==> config.mk <==
export PLATFORM = sky130hd
export DESIGN_NAME = codec_spi_responder
export DESIGN_NICKNAME = d
export VERILOG_FILES = /design/src/rtl/codec_spi_responder_pkg.sv /design/src/rtl/codec_spi_responder_spi_sync_edge.sv /design/src/rtl/codec_spi_responder.sv
export SDC_FILE = /design/constraint.sdc
export NUM_CORES = 1
export LEC_CHECK = 0
export CORE_MARGIN = 3
export CORE_UTILIZATION = 30
export DETAILED_ROUTE_END_ITERATION = 10
export SETUP_SLACK_MARGIN = 0.5
export SLEW_MARGIN = 40
export SYNTH_ARGS = -nofsm -noshare
export SYNTH_HDL_FRONTEND = slang
export SYNTH_HIERARCHICAL = 1
export SYNTH_SLANG_ARGS = --single-unit
==> constraint.sdc <==
create_clock -name wb_clk_i -period 2.33 [get_ports wb_clk_i]
set_input_delay 0.466 -clock wb_clk_i [delete_from_list [all_inputs] [get_ports wb_clk_i]]
set_output_delay 0.466 -clock wb_clk_i [all_outputs]
set_load 0.05 [all_outputs]
==> src/rtl/codec_spi_responder_pkg.sv <==
// Shared definitions for the SPI responder: FSM state encoding and default sizing.
package codec_spi_responder_pkg;

  typedef enum logic [1:0] {
    ST_IDLE  = 2'd0,
    ST_SHIFT = 2'd1,
    ST_DONE  = 2'd2
  } spi_state_e;

  localparam int FRAME_BITS_DEF  = 16;
  localparam int SYNC_STAGES_DEF = 2;

endpackage

==> src/rtl/codec_spi_responder_spi_sync_edge.sv <==
// Multi-flop synchronizer for an asynchronous SPI pin with rise/fall detection
// performed on the synchronized value.
module spi_sync_edge #(
  parameter int   SYNC_STAGES = 2,
  parameter logic RESET_VAL   = 1'b0
) (
  input  logic i_clk,
  input  logic i_rst_n,
  input  logic i_d,
  output logic o_q,
  output logic o_rise,
  output logic o_fall
);

  logic [SYNC_STAGES-1:0] r_sync;
  logic                   r_prev;

  always_ff @(posedge i_clk or negedge i_rst_n) begin
    if (!i_rst_n) begin
      r_sync <= {SYNC_STAGES{RESET_VAL}};
      r_prev <= RESET_VAL;
    end else begin
      r_sync[0] <= i_d;
      for (int i = 1; i < SYNC_STAGES; i++) r_sync[i] <= r_sync[i-1];
      r_prev <= r_sync[SYNC_STAGES-1];
    end
  end

  assign o_q    = r_sync[SYNC_STAGES-1];
  assign o_rise = o_q & ~r_prev;
  assign o_fall = ~o_q & r_prev;

endmodule

==> src/rtl/codec_spi_responder.sv <==
// Mode-0 SPI responder with a one-word tx holding register and rx word output.
// Optional loopback (tx reloads from last rx word) under CODEC_SPI_LOOPBACK_EN.
module codec_spi_responder
  import codec_spi_responder_pkg::*;
#(
  parameter int FRAME_BITS  = FRAME_BITS_DEF,
  parameter int SYNC_STAGES = SYNC_STAGES_DEF
) (
  input  logic                  wb_clk_i,
  input  logic                  wb_rst_ni,
  input  logic                  sclk,
  input  logic                  cs_n,
  input  logic                  mosi,
  output logic                  miso,
  output logic                  miso_oeb,
  input  logic [FRAME_BITS-1:0] tx_data,
  input  logic                  tx_valid,
  output logic                  tx_ready,
  output logic [FRAME_BITS-1:0] rx_data,
  output logic                  rx_valid,
  output logic                  underrun,
  output logic                  frame_err
`ifdef CODEC_SPI_LOOPBACK_EN
  ,
  input  logic                  loopback_i
`endif
);

  localparam int              CW         = $clog2(FRAME_BITS + 1);
  localparam logic [CW-1:0]   LAST_BIT   = CW'(FRAME_BITS - 1);
  localparam int              SW         = $clog2(SYNC_STAGES + 2);
  localparam logic [SW-1:0]   SETTLE_MAX = SW'(SYNC_STAGES + 1);

  logic w_sclk_q, w_sclk_rise, w_sclk_fall;
  logic w_cs_q, w_cs_rise, w_cs_fall;
  logic w_mosi_s, w_lb, w_settled, w_start;

  spi_sync_edge #(.SYNC_STAGES(SYNC_STAGES), .RESET_VAL(1'b0)) u_sclk_sync (
    .i_clk(wb_clk_i), .i_rst_n(wb_rst_ni), .i_d(sclk),
    .o_q(w_sclk_q), .o_rise(w_sclk_rise), .o_fall(w_sclk_fall)
  );

  spi_sync_edge #(.SYNC_STAGES(SYNC_STAGES), .RESET_VAL(1'b1)) u_cs_sync (
    .i_clk(wb_clk_i), .i_rst_n(wb_rst_ni), .i_d(cs_n),
    .o_q(w_cs_q), .o_rise(w_cs_rise), .o_fall(w_cs_fall)
  );

  logic [SYNC_STAGES-1:0] r_mosi_sync;
  logic [SW-1:0]          r_settle;
  spi_state_e             r_state;
  logic [FRAME_BITS-1:0]  r_tx_hold, r_tx_shift, r_rx_shift, r_rx_data;
  logic                   r_hold_full;
  logic [CW-1:0]          r_bit_cnt;
  logic                   r_miso, r_miso_oeb, r_rx_valid, r_underrun, r_frame_err;

`ifdef CODEC_SPI_LOOPBACK_EN
  assign w_lb = loopback_i;
`else
  assign w_lb = 1'b0;
`endif

  // The cs_n preset is 1, so a cs_n held low across reset release would look like
  // a fresh falling edge; starts are ignored until the synchronizer has flushed.
  assign w_settled = (r_settle == SETTLE_MAX);
  assign w_start   = (r_state == ST_IDLE) && w_cs_fall && w_settled;
  assign w_mosi_s  = r_mosi_sync[SYNC_STAGES-1];

  always_ff @(posedge wb_clk_i or negedge wb_rst_ni) begin
    if (!wb_rst_ni) begin
      r_mosi_sync <= '0;
      r_settle    <= '0;
      r_state     <= ST_IDLE;
      r_tx_hold   <= '0;
      r_hold_full <= 1'b0;
      r_tx_shift  <= '0;
      r_rx_shift  <= '0;
      r_rx_data   <= '0;
      r_bit_cnt   <= '0;
      r_miso      <= 1'b0;
      r_miso_oeb  <= 1'b1;
      r_rx_valid  <= 1'b0;
      r_underrun  <= 1'b0;
      r_frame_err <= 1'b0;
    end else begin
      r_mosi_sync[0] <= mosi;
      for (int i = 1; i < SYNC_STAGES; i++) r_mosi_sync[i] <= r_mosi_sync[i-1];
      if (!w_settled) r_settle <= r_settle + 1'b1;
      r_rx_valid  <= 1'b0;
      r_underrun  <= 1'b0;
      r_frame_err <= 1'b0;

      // A start with a full buffer consumes it; otherwise an offered word is
      // accepted even in the start cycle and kept for the following frame.
      if (w_start && r_hold_full && !w_lb) begin
        r_hold_full <= 1'b0;
      end else if (tx_valid && !r_hold_full) begin
        r_tx_hold   <= tx_data;
        r_hold_full <= 1'b1;
      end

      case (r_state)
        ST_IDLE: begin
          if (w_start) begin
            r_state    <= ST_SHIFT;
            r_bit_cnt  <= '0;
            r_miso_oeb <= 1'b0;
            if (w_lb) begin
              r_tx_shift <= r_rx_data;
              r_miso     <= r_rx_data[FRAME_BITS-1];
            end else if (r_hold_full) begin
              r_tx_shift <= r_tx_hold;
              r_miso     <= r_tx_hold[FRAME_BITS-1];
            end else begin
              r_tx_shift <= '0;
              r_miso     <= 1'b0;
              r_underrun <= 1'b1;
            end
          end
        end
        ST_SHIFT: begin
          if (w_cs_rise) begin
            r_state     <= ST_IDLE;
            r_frame_err <= 1'b1;
            r_miso      <= 1'b0;
            r_miso_oeb  <= 1'b1;
          end else if (w_sclk_rise) begin
            r_rx_shift <= {r_rx_shift[FRAME_BITS-2:0], w_mosi_s};
            r_bit_cnt  <= r_bit_cnt + 1'b1;
            if (r_bit_cnt == LAST_BIT) begin
              r_state    <= ST_DONE;
              r_rx_data  <= {r_rx_shift[FRAME_BITS-2:0], w_mosi_s};
              r_rx_valid <= 1'b1;
              r_miso     <= 1'b0;
            end
          end else if (w_sclk_fall) begin
            r_tx_shift <= {r_tx_shift[FRAME_BITS-2:0], 1'b0};
            r_miso     <= r_tx_shift[FRAME_BITS-2];
          end
        end
        ST_DONE: begin
          if (w_cs_rise) begin
            r_state    <= ST_IDLE;
            r_miso_oeb <= 1'b1;
          end
        end
        default: r_state <= ST_IDLE;
      endcase
    end
  end

  assign miso      = r_miso;
  assign miso_oeb  = r_miso_oeb;
  assign tx_ready  = ~r_hold_full;
  assign rx_data   = r_rx_data;
  assign rx_valid  = r_rx_valid;
  assign underrun  = r_underrun;
  assign frame_err = r_frame_err;

endmodule

==> flow_summary.toml <==
[timing]
rsz0062_at_grt = "false"
final_hold_viol_count = 0
fin_ws_ns = 0.552
fin_skew_ns = 0.0106
setup_viol = 0
worstMarginPinSlew_ns = 0.496
slew_violations = 0
layout_min_cycle_time_ns = 1.78
max-slew-margin-rel_pct = 67.1
clock.fmax_ghz = 0.562
min_period_over_period_pct = 76.3
finalSetupTns_ns = 0

[worst_setup_path]
critical_path_class = "reg2reg"
cp-endpoint = "r_state[1]"
reg2reg_depth = 6
cp_data_arrival_time_ns = 2.04
critPathRequiredTime_ns = 2.59
crit_start = "r_bit_cnt[1]"
critPathLaunchType = "flip-flop"
r2r_end = "r_state[1]"
crit_path_end_kind = "flip-flop"
r2r_start = "r_bit_cnt[1]"
critPathMaxFanout = 4
reg2reg_slack_ns = 0.55

[floorplanning]
initial_core_util_pct = 30.9
fp.dieH_um = 115
num_rows = 39
die_area_um2 = 13200
io_pins = 44
fp.coreArea_um2 = 11500
die_x_um = 115

[detailed_routing]
drc = 0
viasPerCell = 4.70
dr.pass1.iters = 4
vias = 2209
wire_per_inst_um = 13.5
wl_um = 6370
ant_nets = 0
drtIter0Drc = 89

[yosys]
synth-compound-area-share_pct = 9.60
synth_top_flop_cell = "dfrtp_1"
ys_seq_area_share_pct = 59.9
synth.most_common_cell = "dfrtp_1"
synthAdderAreaFrac_pct = 2.11
yosysTopAreaCell = "dfrtp_1"
synthCells = 271
synth.ff_latch_count = 85
async_flop_share_pct = 100
synth_top_area_share_pct = 57.0
synthXorXnorAreaFrac_pct = 0.246
synth_nets = 299
synth_edf_count = 0
avgSynthCellArea_um2 = 13.1
yosys.area_share.simple_pct = 8.23
yosysWarnings = 6
yosys-top-cells-area = "dfrtp_1 57%, mux2_2 12%, mux2_4 3.8%, dfstp_2 3.0%, a22oi_1 2.7%"
synthesis.area_um2 = 3560
synthMuxAreaShare_pct = 16.7
synth_top_family_by_area = "multiplexers"
synth.distinct_cells = 43
synth.top_cells.by_count = "81 x dfrtp_1, 39 x mux2_2, 23 x nand2_1, 16 x o21ai_0, 13 x a22oi_1"

[power_and_ir_drop]
leakagePower_nw = 2.12
p_total_w = 0.00474
peakVddDrop_mv = 0.443
power_density_nw_per_um2 = 1050

[finish]
final_nets = 350
fillCellCount = 1114
areaGrowthSynthToFinish_pct = 27.4
antenna_cells = 0
drive_above_1_share_pct = 29.1

[cts]
clock_latency_ns = 0.34
cts_buffers = 9
cts.htree.levels = 3
cts_sinks = 85
ctsLongestPathBuffers = 2
cts.hold.buffers_added = 0
cts_root_buf = "clkbuf_16"
clkTransAtPathRegs_ns = 0.06
cts_tree = "yes"

[global_routing]
grt_pass1_vias = 2173
grt_pass1_wl_um = 10800
grt_start_max_net_pins = 86
grt_antenna_before_repair = 0
grt_overflow = 0
grt_util_all_layers_pct = 10.3

[placed_design]
place.gp.congestion = 0.759
dp_slack_ns = 0.418
post-dp-hpwl_um = 4040
io_buffer_count = 43

[run]
drv_cap = 0

[run_status]
status = "completed"

[hold_path]
hold_class = "in2async"
sequential cells by signal, indices dropped and copies added (netlist names), 2 cells and up:
| name | cells |
|---|---|
| r_tx_hold | 16 |
| rx_data | 16 |
| r_rx_shift | 15 |
| r_tx_shift | 15 |
| r_bit_cnt | 5 |
| r_mosi_sync | 2 |
| r_settle | 2 |
| r_state | 2 |
| u_cs_sync/r_sync | 2 |
| u_sclk_sync/r_sync | 2 |
area by class of cell:
cell class	count	area [um2]	share of cell area, %
Sequential cell	85	2130	47.0
Multi-Input combinational cell	165	1370	30.1
Timing Repair Buffer	55	534	11.8
Clock buffer	10	229	5.05
Tap cell	143	179	3.95
Clock inverter	6	70.1	1.55
Inverter	6	22.5	0.497
cells by family after synthesis:
family,after synthesis
mux,50
flops,85
simple gates,54
fa+ha+maj,6
buf+inv,21
compound gates,54
xor+xnor,1
cells in the final DEF, fill, tap and decap left out, types with 2 or more instances in the layout:
cell type,Yosys,final
buf_4,3,8
o21ai_1,3,5
mux2i_1,2,2
nor2b_1,5,5
inv_6,0,2
inv_1,6,6
ha_4,0,2
and2b_2,2,2
clkbuf_16,0,9
o21ai_0,16,14
dfstp_2,4,4
dfrtp_1,81,81
a21oi_1,10,10
clkinvlp_4,0,3
nor2_1,8,8
buf_12,0,3
ha_2,0,2
ha_1,6,2
a22oi_1,13,13
nand2b_1,3,3
buf_6,2,2
mux2_2,39,39
dlygate4sd2_1,0,20
clkdlybuf4s50_1,0,20
mux2_4,9,9
nand2_1,23,22
nand3_1,3,3
a32oi_1,2,2
worst max-delay path, stage by stage (launching register included):
cell and delay (ns):
dfrtp_1 0.39, ha_2 0.21, and3_1 0.21, ha_4 0.17, nand2_2 0.08, or4b_1 0.51
o21ai_1 0.14
layer usage:
layer	vias up	global-route usage, %	wire length, um	part of all wire (%)
met5	-	0	0	0
met4	0	3.83	78	1.2
met3	9	3.21	261	4.1
met2	38	16.2	3130	49
met1	1096	13.2	2890	45
li1	1066	-	-	-
what timing repair did:
item	4_1_cts	5_1_grt
resized for setup	29	14
pin swaps	0	1
setup endpoints to repair	44	51
buffers inserted	1	3
report_power, final:
part,switching [W],internal (W)
Sequential,0.000213,0.00184
Clock,0.000590,0.000838
Combinational,0.000659,0.000608
Total,0.00146,0.00328
how the worst min path moves through the flow:
stage	start	endpoint	slack, ns	cells past startpoint
after global placement	r_mosi_sync[0]	r_mosi_sync[1]	0.33	0
after CTS	wb_rst_ni	r_settle[0]	0.18	2
after global routing	wb_rst_ni	r_tx_hold[15]	0.19	2
after floorplan	wb_rst_ni	frame_err	0.17	0
final	wb_rst_ni	r_settle[0]	0.16	2
after detailed placement	r_mosi_sync[0]	r_mosi_sync[1]	0.34	0
per-stage QoR:
stage          utilization (%)  cells  hold WS [ns]  cell area [um2]
3_3_place_gp              36.0    450         0.335             4150
2_1_floorplan                -    271         0.170             3560
4_1_cts                   38.6    467         0.182             4450
6_report                  39.4    470         0.163             4530
5_1_grt                   39.4    470         0.195             4530
3_5_place_dp              36.0    450         0.337             4150
No activity file was read; power rests on OpenSTA's default activity.
